## src/rtl/mb_rx_flit_deser.sv

```systemverilog
// Mainband RX deserialiser: lane bits (1 UI/clk) -> bytes -> flits -> FWFT flit FIFO.
// Latency: flit visible on flit_valid_o/flit_data_o one cycle after the edge sampling its final UI7.
// Backpressure: flit_ready_i holds flits in the FIFO; a completed flit arriving while full and not popping is dropped (overflow_o).
//
// Ports:
//   clk, reset          single clock; synchronous active-low reset
//   lane_mode_i         0 = all lanes, 1 = lower half of lanes only (latched per flit)
//   valid_i, data_i     framing lane and one bit per data lane for the current UI
//   flit_valid_o/flit_ready_i/flit_data_o   head-of-FIFO flit handshake, byte b at [8b+7:8b]
//   fifo_level_o        occupied FIFO entries
//   overflow_o, framing_err_o, clear_err_i  sticky error flags and their clear
module mb_rx_flit_deser #(
  parameter int NUM_LANES  = 16,
  parameter int FLIT_BYTES = 64,
  parameter int FIFO_DEPTH = 4
) (
  input  logic                          clk,
  input  logic                          reset,
  input  logic                          lane_mode_i,
  input  logic                          valid_i,
  input  logic [NUM_LANES-1:0]          data_i,
  output logic                          flit_valid_o,
  input  logic                          flit_ready_i,
  output logic [FLIT_BYTES*8-1:0]       flit_data_o,
  output logic [$clog2(FIFO_DEPTH):0]   fifo_level_o,
  output logic                          overflow_o,
  output logic                          framing_err_o,
  input  logic                          clear_err_i
);

  localparam int BYTE_W = $clog2(FLIT_BYTES);
  localparam int FPTR_W = $clog2(FIFO_DEPTH);
  localparam int LVL_W  = FPTR_W + 1;
  localparam int HALF   = NUM_LANES / 2;

  localparam logic [BYTE_W:0] L_FULL  = (BYTE_W+1)'(NUM_LANES);
  localparam logic [BYTE_W:0] L_HALF  = (BYTE_W+1)'(HALF);
  localparam logic [BYTE_W:0] L_FLIT  = (BYTE_W+1)'(FLIT_BYTES);
  localparam logic [LVL_W-1:0] L_DEPTH = LVL_W'(FIFO_DEPTH);

  typedef enum logic [1:0] {IDLE, ON, OFF, RESYNC} state_t;

  state_t              r_state, w_state_nxt;
  logic [2:0]          r_ui, w_ui_nxt, w_ui_cur;
  logic                w_capture, w_grp_done, w_viol;

  logic [BYTE_W-1:0]   r_ptr;
  logic                r_mode, w_mode;
  logic [BYTE_W:0]     w_lanes, w_ptr_sum;
  logic                w_flit_done;

  logic [7:0]          r_flit [FLIT_BYTES];
  logic [7:0]          w_flit [FLIT_BYTES];
  logic [FLIT_BYTES*8-1:0] w_flit_packed;

  logic [FLIT_BYTES*8-1:0] r_mem [FIFO_DEPTH];
  logic [FPTR_W-1:0]   r_wptr, r_rptr;
  logic [LVL_W-1:0]    r_level;
  logic                w_full, w_pop, w_push_ok, w_ovf_set;
  logic                r_ovf, r_ferr;

  // Framing FSM. IDLE treats valid_i=1 as UI0 of a new group, so a group
  // ending at UI7 simply returns to IDLE and back-to-back groups fall out.
  always_comb begin
    w_state_nxt = r_state;
    w_ui_nxt    = r_ui;
    w_ui_cur    = r_ui;
    w_capture   = 1'b0;
    w_grp_done  = 1'b0;
    w_viol      = 1'b0;
    case (r_state)
      IDLE: begin
        w_ui_cur = 3'd0;
        if (valid_i) begin
          w_capture   = 1'b1;
          w_ui_nxt    = 3'd1;
          w_state_nxt = ON;
        end
      end
      ON: begin
        if (valid_i) begin
          w_capture = 1'b1;
          w_ui_nxt  = r_ui + 3'd1;
          if (r_ui == 3'd3) w_state_nxt = OFF;
        end else begin
          w_viol      = 1'b1;
          w_state_nxt = RESYNC;
        end
      end
      OFF: begin
        if (!valid_i) begin
          w_capture = 1'b1;
          w_ui_nxt  = r_ui + 3'd1;
          if (r_ui == 3'd7) begin
            w_grp_done  = 1'b1;
            w_state_nxt = IDLE;
          end
        end else begin
          w_viol      = 1'b1;
          w_state_nxt = RESYNC;
        end
      end
      RESYNC: begin
        // A high framing lane here is never a UI0; wait for it to drop.
        if (!valid_i) w_state_nxt = IDLE;
      end
      default: w_state_nxt = IDLE;
    endcase
  end

  // Lane mode is taken only at UI0 of a flit's first group and held after.
  assign w_mode      = (r_state == IDLE && valid_i && r_ptr == '0) ? lane_mode_i : r_mode;
  assign w_lanes     = w_mode ? L_HALF : L_FULL;
  assign w_ptr_sum   = {1'b0, r_ptr} + w_lanes;
  assign w_flit_done = w_grp_done && (w_ptr_sum == L_FLIT);

  // Bits land directly in their flit byte; the combinational view includes
  // the current UI so the final UI7 can be pushed on the same edge.
  always_comb begin
    w_flit = r_flit;
    if (w_capture) begin
      for (int i = 0; i < NUM_LANES; i++) begin
        if (i < HALF || !w_mode) w_flit[r_ptr + BYTE_W'(i)][w_ui_cur] = data_i[i];
      end
    end
  end

  always_comb begin
    w_flit_packed = '0;
    for (int b = 0; b < FLIT_BYTES; b++) w_flit_packed[8*b +: 8] = w_flit[b];
  end

  // FIFO control. A full FIFO can still accept when the head leaves this cycle.
  assign flit_valid_o = (r_level != '0);
  assign w_full       = (r_level == L_DEPTH);
  assign w_pop        = flit_valid_o & flit_ready_i;
  assign w_push_ok    = w_flit_done & (~w_full | w_pop);
  assign w_ovf_set    = w_flit_done & w_full & ~w_pop;

  always_ff @(posedge clk) begin
    if (!reset) begin
      r_state <= IDLE;
      r_ui    <= 3'd0;
      r_ptr   <= '0;
      r_mode  <= 1'b0;
      r_wptr  <= '0;
      r_rptr  <= '0;
      r_level <= '0;
      r_ovf   <= 1'b0;
      r_ferr  <= 1'b0;
    end else begin
      r_state <= w_state_nxt;
      r_ui    <= w_ui_nxt;
      r_mode  <= w_mode;
      if (w_viol) begin
        r_ptr <= '0;
      end else if (w_grp_done) begin
        r_ptr <= w_flit_done ? '0 : w_ptr_sum[BYTE_W-1:0];
      end
      if (w_push_ok) r_wptr <= r_wptr + 1'b1;
      if (w_pop)     r_rptr <= r_rptr + 1'b1;
      r_level <= r_level + LVL_W'(w_push_ok) - LVL_W'(w_pop);
      // Set beats clear when both land on the same edge.
      r_ovf  <= w_ovf_set | (r_ovf  & ~clear_err_i);
      r_ferr <= w_viol    | (r_ferr & ~clear_err_i);
    end
  end

  // Datapath storage needs no reset: stale bytes are always overwritten
  // before a flit can complete, and empty FIFO data is masked below.
  always_ff @(posedge clk) begin
    for (int b = 0; b < FLIT_BYTES; b++) r_flit[b] <= w_flit[b];
    if (reset && w_push_ok) r_mem[r_wptr] <= w_flit_packed;
  end

  assign flit_data_o   = flit_valid_o ? r_mem[r_rptr] : '0;
  assign fifo_level_o  = r_level;
  assign overflow_o    = r_ovf;
  assign framing_err_o = r_ferr;

endmodule

```

## config.mk

```make
export PLATFORM = sky130hd
export DESIGN_NAME = mb_rx_flit_deser
export DESIGN_NICKNAME = d
export VERILOG_FILES = /design/src/rtl/mb_rx_flit_deser.sv
export SDC_FILE = /design/constraint.sdc
export NUM_CORES = 2
export LEC_CHECK = 0
export BUFFER_PORTS_ARGS = -buffer_cell sky130_fd_sc_hd__buf_2
export CORE_ASPECT_RATIO = 1.75
export CORE_MARGIN = 5
export CORE_UTILIZATION = 50
export CTS_CLUSTER_SIZE = 25
export DETAILED_ROUTE_END_ITERATION = 16
export HOLD_SLACK_MARGIN = 0.12
export PLACE_DENSITY = 0.77
export SLEW_MARGIN = 20
export SYNTH_ARGS = -nofsm -noshare
export SYNTH_HDL_FRONTEND = slang
export SYNTH_SLANG_ARGS = --single-unit
```

## constraint.sdc

```tcl
create_clock -name clk -period 21.8 [get_ports clk]
set_input_delay 5.45 -clock clk [delete_from_list [all_inputs] [get_ports clk]]
set_output_delay 5.45 -clock clk [all_outputs]
set_load 0.02 [all_outputs]
```

==> metrics.yaml <==
status:
  status: "completed"
clocking:
  worstSkewPairLatency_ns: 0.86
  clock-sinks: 2580
  cts.path.max_buffers: 4
  post_cts_resized: 0
  cts_setup_buffers: 0
  cts-root-buf: "clkbuf_16"
  cts_tree: "done"
  hold_buffers: 0
  cts_buffers: 214
  htree_levels: 4
  path_clk_slew_ns: 0.06
synth:
  ys_async_sr_fraction: 0
  synth_nets: 4726
  netlist_instances: 4687
  yosysSeqAreaShare: 0.761
  avgSynthCellArea_um2: 20.2
  yosysWarnings: 0
  synth_edf_count: 2048
  ys.flop_type: "edfxtp_1"
  synth_cell_types: 49
  synth-seq-cells: 2580
  syn-cell-area_um2: 94800
power_and_ir_drop:
  ir_drop_uv: 84.4
  p_leak_nw: 37.8
  powerDensity_nw_per_um2: 87.7
detailed_routing:
  drtAntennaViolNets: 0
  drt_pre_antenna_iters: 5
  routed_wl_um: 244000
  drt_iter0_markers: 5878
  wl_per_cell_um: 30.9
  num_vias: 48900
  drcViolationCount: 0
  vias_per_cell: 6.18
sta:
  tightest_slew_ns: 1.19
  maxSlewHeadroom: 0.210
  rsz0062_at_grt: "false"
  fin_skew_ns: 0.0558
  min_period_ns: 11.21
  setup_tns_ns: 0
  timing.final.crit_share: 0.514
  fmax_ghz: 0.0892
  finalSetupViolCount: 0
  drv_slew: 0
  fin_ws_ns: 10.59
  hold_violations: 0
setup_path:
  r2r_end: "r_mem[1][212]"
  crit_path_end_kind: "output port"
  required_ns: 16.35
  rr_worst_depth: 13
  worstSetupPathType: "reg -> out"
  critPathMostFrequentCell: "buf_4"
  slowest_delay_ns: 0.98
  crit_arrival_ns: 5.76
  cp_num_cells: 7
  rrSetupSlack_ns: 14.76
  critPathLaunchType: "register"
  worstPathCellList: "buf_4 > buf_4 > buf_4 > buf_4 > mux4_2 > and2_1 > buf_2"
  critPathTopFamily: "buffers and inverters"
  slowest_stage: "buf_4"
  crit_fanout: 69
  r2r_start: "r_state[1]"
  crit_buf_inv: 5
hold_path:
  worstHoldEndpoint: "r_flit[400]"
  worstHoldPathCells: 1
  hold_start: "r_flit[400]"
  hp-class: "reg -> reg"
global_route:
  grt_pass1_vias: 49100
  grt_antenna_before_repair: 24
  grt_pass1_wl_um: 351000
  grt_start_max_net_pins: 258
  overflow: 0
  grtUsageTotal: 0.241
layout:
  fin_cells: 7911
  multi_input_area_um2: 21600
  syn_to_final_growth_pct: 13.8
  drive_gt1_frac: 0.289
  nNetsFinal: 5315
  seq_area_um2: 72200
  fillers: 13600
die:
  coreArea_um2: 189000
  die-area_um2: 199000
  start_util: 0.502
  die_w_um: 339
  die_h_um: 586
  rows: 211
  top_level_ports: 540
placed_design:
  dp.cells: 7503
  post-place-ws_ns: 9.56
  io_buffers: 539
  place.gp.congestion: 0.785
  dp_hpwl_um: 144000
flow_run:
  cap_violations: 0
worst max-delay path by stage:
stage	to
final	flit_data_o[378]
after global routing	flit_data_o[378]
after CTS	r_mem[1][165]
after detailed placement	r_mem[1][174]
after global placement	r_mem[1][212]
after floorplan	r_mem[0][0]
cells in the mapped netlist, types with 2 or more instances:
cell	instances	area, um^2
a21oi_1	10	50.1
a21oi_4	32	521
a2bb2oi_1	512	4480
a31o_2	2	17.5
a31oi_1	2	12.5
and2_1	522	3270
and3_1	8	50.1
and3b_1	2	17.5
buf_1	125	469
buf_2	11	55.1
buf_8	4	60.1
clkbuf_1	129	484
dfxtp_1	532	10700
edfxtp_1	2048	61500
ha_1	16	200
inv_1	12	45.0
mux2i_1	4	40.0
mux4_2	512	11500
nand2_1	19	71.3
nand3_1	7	35.0
nand4_1	3	18.8
nor2_1	51	191
nor2b_1	7	43.8
nor3_1	7	35.0
nor4b_1	2	17.5
o21a_1	3	22.5
o21ai_0	5	25.0
o22ai_1	52	325
o22ai_4	8	160
o32ai_2	4	65.1
or3_1	11	68.8
or4_1	2	15.0
xnor2_1	4	35.0
xor2_1	4	35.0
kinds of logic (layout without fill, tap and decap cells):
kind of cell             Yosys count  after routing  share of synthesized area
flip-flops                      2580           2580                      0.761
AND/OR/NAND/NOR                  647            647                     0.0409
AO/OA/AOI/OAI                    636            636                     0.0605
multiplexers                     516            516                      0.122
buffers and inverters            283           1050                     0.0119
adder cells (fa/ha/maj)           17             17                    0.00232
XOR/XNOR                           8              8                   0.000739
other                              0              8                          0
cells in the final DEF, fill, tap and decap left out, drive strengths merged, types with 3 or more instances in the layout:
master / instances
a21oi: 42
a2bb2oi: 512
and2: 522
and3: 8
buf: 641
bufinv: 22
clkbuf: 294
clkinv: 57
clkinvlp: 12
dfxtp: 532
diode: 8
edfxtp: 2048
ha: 16
inv: 24
mux2i: 4
mux4: 512
nand2: 19
nand3: 8
nand4: 3
nor2: 51
nor2b: 7
nor3: 7
o21a: 3
o21ai: 6
o22ai: 61
o32ai: 4
or3: 11
xnor2: 4
xor2: 4
registers in the layout, summed over array words and instances (netlist names), named ones only:
signal / flops
r_mem: 2048
r_flit: 512
fifo_level_o: 3
r_ptr: 3
r_ui: 3
r_rptr: 2
r_state: 2
r_wptr: 2
framing_err_o: 1
overflow_o: 1
r_mode: 1
metal layers:
metal	vias up	GRT usage	routed length, um
met5	-	0	35
met4	6	0.0724	7420
met3	388	0.0475	23500
met2	2706	0.391	119000
met1	25600	0.338	94400
li1	20200	-	-
final cells by class:
cell class / instances / share of cell area
clock inverters: 102 / 0.0115
well taps: 2449 / 0.0284
flip-flops and latches: 2580 / 0.669
repair buffers: 643 / 0.0342
diodes: 8 / 0.000186
clock buffers: 292 / 0.0557
inverters: 13 / 0.000453
multi-input cells: 1824 / 0.200
per-stage QoR:
stage / hold WS [ns] / power, W / instance area [um^2] / util
finish: 0.529 / 0.00945 / 108000 / 0.571
global route: 0.538 / 0.00972 / 108000 / 0.571
CTS: 0.527 / 0.00950 / 108000 / 0.570
detailed placement: 0.518 / 0.00562 / 100000 / 0.532
global placement: 0.504 / 0.00561 / 100000 / 0.532
floorplan: 0.485 / 0.00555 / 94800 / -
where the power goes:
part | leakage (nW) | switching (W) | internal [W]
logic | 9.78 | 0.000122 | 0.0000488
registers | 24.5 | 0.0000132 | 0.00533
clock network | 3.55 | 0.00173 | 0.00221
total | 37.8 | 0.00187 | 0.00759
(Power assumes the default switching activity.)
